File: src/rtl/vend_ctrl_param.sv
// vend_ctrl_param: parametrised vending controller accumulating 5/10-unit coins, timed dispense/refund.
// Define VEND_TIMEOUT_EN to auto-refund after TIMEOUT_CYC quiet cycles in COLLECT.
module vend_ctrl_param #(
    parameter int PRICE       = 15,
    parameter int CREDIT_W    = 8,
    parameter int HOLD_CYCLES = 250_000_000,
    parameter int TIMEOUT_CYC = 500_000_000
) (
    input  logic                sys_clk,
    input  logic                sys_rst,
    input  logic                have_coin5,
    input  logic                have_coin10,
    input  logic                cancel,
    output logic [CREDIT_W-1:0] credit,
    output logic [CREDIT_W-1:0] price,
    output logic [CREDIT_W-1:0] change,
    output logic                open,
    output logic                refund,
    output logic                coin_reject
);
    localparam int HW = $clog2(HOLD_CYCLES);
    localparam logic [CREDIT_W-1:0] P = CREDIT_W'(PRICE);

    typedef enum logic [1:0] {IDLE, COLLECT, DISPENSE, REFUND} state_t;

    if (PRICE + 15 >= (1 << CREDIT_W) || PRICE < 5 || PRICE % 5 != 0) begin : g_price_chk
        $error("vend_ctrl_param: bad PRICE/CREDIT_W");
    end
    if (HOLD_CYCLES < 2 || TIMEOUT_CYC < 2) begin : g_cyc_chk
        $error("vend_ctrl_param: HOLD_CYCLES and TIMEOUT_CYC must be >= 2");
    end

    state_t              state_q, state_d;
    logic [CREDIT_W-1:0] credit_q, credit_d, change_q, change_d, add, nxt;
    logic [HW-1:0]       hold_q, hold_d;
    logic                open_q, open_d, refund_q, refund_d, rej_q, rej_d;
    logic                busy, done, tmo, go_refund;

`ifdef VEND_TIMEOUT_EN
    localparam int TW = $clog2(TIMEOUT_CYC);
    logic [TW-1:0] tcnt_q, tcnt_d;
    assign tmo    = state_q == COLLECT && add == '0 && tcnt_q == TW'(TIMEOUT_CYC - 1);
    assign tcnt_d = (state_q == COLLECT && state_d == COLLECT && add == '0) ? tcnt_q + TW'(1) : '0;
    always_ff @(posedge sys_clk or posedge sys_rst)
        if (sys_rst) tcnt_q <= '0;
        else tcnt_q <= tcnt_d;
`else
    assign tmo = 1'b0;
`endif

    always_ff @(posedge sys_clk or posedge sys_rst) begin
        if (sys_rst) begin
            state_q  <= IDLE;
            credit_q <= '0;
            change_q <= '0;
            open_q   <= 1'b0;
            refund_q <= 1'b0;
            rej_q    <= 1'b0;
            hold_q   <= '0;
        end else begin
            state_q  <= state_d;
            credit_q <= credit_d;
            change_q <= change_d;
            open_q   <= open_d;
            refund_q <= refund_d;
            rej_q    <= rej_d;
            hold_q   <= hold_d;
        end
    end

    // Coins are credited before cancel is considered, so reaching the price beats a refund.
    always_comb begin
        add       = (have_coin5 ? CREDIT_W'(5) : '0) + (have_coin10 ? CREDIT_W'(10) : '0);
        nxt       = credit_q + add;
        busy      = state_q == DISPENSE || state_q == REFUND;
        done      = hold_q == HW'(HOLD_CYCLES - 1);
        go_refund = (cancel && nxt != '0) || tmo;
        state_d   = busy ? (done ? IDLE : state_q) :
                    nxt >= P ? DISPENSE :
                    go_refund ? REFUND :
                    nxt == '0 ? IDLE : COLLECT;
    end

    always_comb begin
        credit_d = busy ? (done ? '0 : credit_q) : nxt;
        change_d = busy ? (done ? '0 : change_q) :
                   state_d == DISPENSE ? nxt - P :
                   state_d == REFUND ? nxt : '0;
        open_d   = state_d == DISPENSE;
        refund_d = state_d == REFUND;
        rej_d    = busy && (have_coin5 || have_coin10);
        hold_d   = (busy && !done) ? hold_q + HW'(1) : '0;
    end

    assign credit      = credit_q;
    assign price       = P;
    assign change      = change_q;
    assign open        = open_q;
    assign refund      = refund_q;
    assign coin_reject = rej_q;
endmodule
File: config.mk
export PLATFORM = sky130hd
export DESIGN_NAME = vend_ctrl_param
export DESIGN_NICKNAME = d
export VERILOG_FILES = /design/src/rtl/vend_ctrl_param.sv
export SDC_FILE = /design/constraint.sdc
export NUM_CORES = 1
export LEC_CHECK = 0
export BUFFER_PORTS_ARGS = -buffer_cell sky130_fd_sc_hd__buf_2
export CAP_MARGIN = 15
export CORE_MARGIN = 8
export CORE_UTILIZATION = 58
export DETAILED_ROUTE_END_ITERATION = 6
export GPL_ROUTABILITY_DRIVEN = 0
export PLACE_DENSITY = 0.79
export SETUP_SLACK_MARGIN = 0.5
export SYNTH_ARGS = -nofsm -noshare
export SYNTH_HDL_FRONTEND = slang
export SYNTH_SLANG_ARGS = --single-unit
File: constraint.sdc
create_clock -name sys_clk -period 2.8 [get_ports sys_clk]
set_input_delay 0.28 -clock sys_clk [delete_from_list [all_inputs] [get_ports sys_clk]]
set_output_delay 0.28 -clock sys_clk [all_outputs]
set_load 0.05 [all_outputs]
==> qor.txt <==
Io pins = 32
DRC viols = 0
Worst-path fanout max = 8
DPL Wire Length = 4.22 mm
Peak supply drop = 0.430 mV
Pleak = 0.00148 uW
Synth Warn # = 0
Final period util = 90.2%
Post-synth cell types = 54
RSZ-0062 raised after global routing = true
Hold Fails Final Rpt = 0
Clock Latency Late Sink = 320 ps
Fillers = 346
Layout cell share with drive strength beyond 1 = 25.4%
Maximum root-to-sink buffer count = 2
CTS tree = done
Cell row count = 25
Final antenna-violating net count = 0
Synth async-reset ratio = 100%
First-pass GRT wire length = 10.3 mm
Yosys top cell by area = dfrtp_1
Core area = 4720 um^2
Routed vias/inst = 5.62
Clock group share of total power = 31.7%
CTS Root Cell = clkbuf_8
Tmin final = 2520 ps
Final setup margin = 275 ps
Worst Clk Skew = 14.2 ps
Outcome = finished, final reports clean
Hold WC Path Type = primary input to flop
Maxcap violations = 0
Yosys top cell area share = 43.1%
Power per cell area = 493 nW/um^2
Clock Sinks = 49
Drt first pass iters = 4
Pin count of the biggest net entering global routing = 50
Vias in the first global route = 2203
Worst Path Arrival = 2760 ps
Switching share of power = 32.3%
Chip width = 86.1 um
IO Port Bufs = 23
WP data required = 3030 ps
Iter 0 DRT Violations = 108
Top cells by area, synth = dfrtp_1 (43%), xor2_1 (5.8%), nor2_1 (4.2%)
Post-synth EDFFs = 0
Setup_tns = 0 ps
Clock H-tree levels = 2
Routed wire per std cell = 15.9 um
Combinational share of power = 22.6%
Worst slack at placement = 221 ps
Final setup fails = 0
Die area = 7410 um^2
Sequential Power Share = 45.6%
Most frequent cells in the layout = dfrtp_1 (46), nor2_1 (31), nand2_1 (31)
Ant diodes = 0
DRT Wirelength = 6.39 mm
Initial Utilization = 60.3%
Gate Count Post-Synth = 301
Reg clk slew, reported paths = 100 ps
Via Count = 2254
Switching pwr = 530 uW
Yosys reg bits = 49
Fin. max-slew vios = 0
Post-synthesis sequential area ratio = 43.1%
Startpoint Class = flop
Avg Inst Size Synth = 9.46 um^2
GR Util All Layers = 17.4%
Nets@finish = 346
CP endpoint kind = flop
Remaining Overflow, GRT = 0
Area delta synth->final = 16.7%
Crit path kind = flop to flop
TritonCTS buffer count = 5
Netlist Area Pre-Place = 2850 um^2
Initial antenna violation count = 0
Die height = 86.1 um
Fmax = 396 MHz
P_int = 1110 uW
Commonest non-fill, non-tap cell in the layout = dfrtp_1
Ys flop type = dfrtp_1
worst max-delay path, stage by stage (launching register included):
cell and delay (ps):
dfrtp_2 400, ha_4 140, inv_2 30, fa_2 390
nand3b_1 230, o21ai_2 170, o211ai_1 120, buf_4 170
a21oi_4 230, a22oi_4 160, and3_4 200, o31ai_2 190
power by group through the flow:
stage                     clock, uW  combinational, uW  sequential, uW
after floorplan                   0                201             826
after global placement            0                320             761
after detailed placement          0                326             760
after CTS                       532                346             747
after global routing            563                398             751
final                           520                371             748
layer usage:
| metal | wire, um | global-route usage, % |
|---|---|---|
| met1 | 2920 | 21.8 |
| met5 | 0 | 0 |
| met3 | 321 | 5.44 |
| met2 | 3070 | 27.7 |
| met4 | 86 | 5.41 |
kinds of logic (layout without fill, tap and decap cells):
family / count (synthesis) / after routing / synth area share, %
mux: 1 / 1 / 0.352
xor+xnor: 29 / 29 / 9.58
other cells: 2 / 8 / 0.264
compound gates: 58 / 58 / 13.8
simple gates: 124 / 124 / 23.4
fa+ha+maj: 8 / 8 / 3.78
buf+inv: 30 / 57 / 5.84
flops: 49 / 49 / 43.1
registers in the layout, summed over array words and instances, names as in the netlist:
| signal | cells |
|---|---|
| credit | 8 |
| change | 8 |
| hold_q | 28 |
| open | 1 |
| coin_reject | 1 |
| state_q | 2 |
| refund | 1 |
synth_stat cells, types with 7 or more instances:
master	n
nor2_1	32
nand2_1	31
buf_4	10
nand3_1	14
and3_1	7
a21oi_1	12
dfrtp_1	49
clkbuf_1	7
o21ai_1	9
nand4_1	7
ha_1	7
xor2_1	19
xnor2_1	9
inv_1	9
o21ai_0	10
final timing paths:
check	slack (ps)	end	startpoint	cells past startpoint
hold reg to reg	500	change[7]	change[7]	2
max in group asynchronous	1790	credit[2]	sys_rst	4
hold / removal	250	coin_reject	have_coin5	2
setup / recovery	280	change[5]	credit[0]	11
setup reg to reg	280	change[5]	credit[0]	11
min in group asynchronous	480	change[6]	sys_rst	3
stage by stage:
| step | instances | utilization [%] | total power (uW) | area [um^2] | hold slack [ps] |
|---|---|---|---|---|---|
| 6_report | 401 | 70.4 | 1640 | 3320 | 246 |
| 5_1_grt | 401 | 70.4 | 1710 | 3320 | 231 |
| 4_1_cts | 395 | 67.4 | 1620 | 3180 | 221 |
| 3_5_place_dp | 380 | 63.3 | 1090 | 2990 | 487 |
| 3_3_place_gp | 380 | 63.3 | 1080 | 2990 | 482 |
| 2_1_floorplan | 307 | - | 1030 | 2900 | 397 |
layout make-up:
type                            instances  area (um^2)  area share, %
Clock buffer                            5         68.8           2.07
Inverter                               10         37.5           1.13
Multi-Input combinational cell        228         1600           48.1
Timing Repair Buffer                   39          258           7.75
Sequential cell                        49         1230           37.0
Tap cell                               67         83.8           2.52
Clock inverter                          3         46.3           1.39
timing repair:
action	CTS	global route
pin swaps	6	7
gates resized for setup	6	16
hold endpoints to repair	0	16
hold buffers	0	1
buffers inserted	7	4
setup endpoints to repair	37	38
Power figures use the tool's default switching activity.
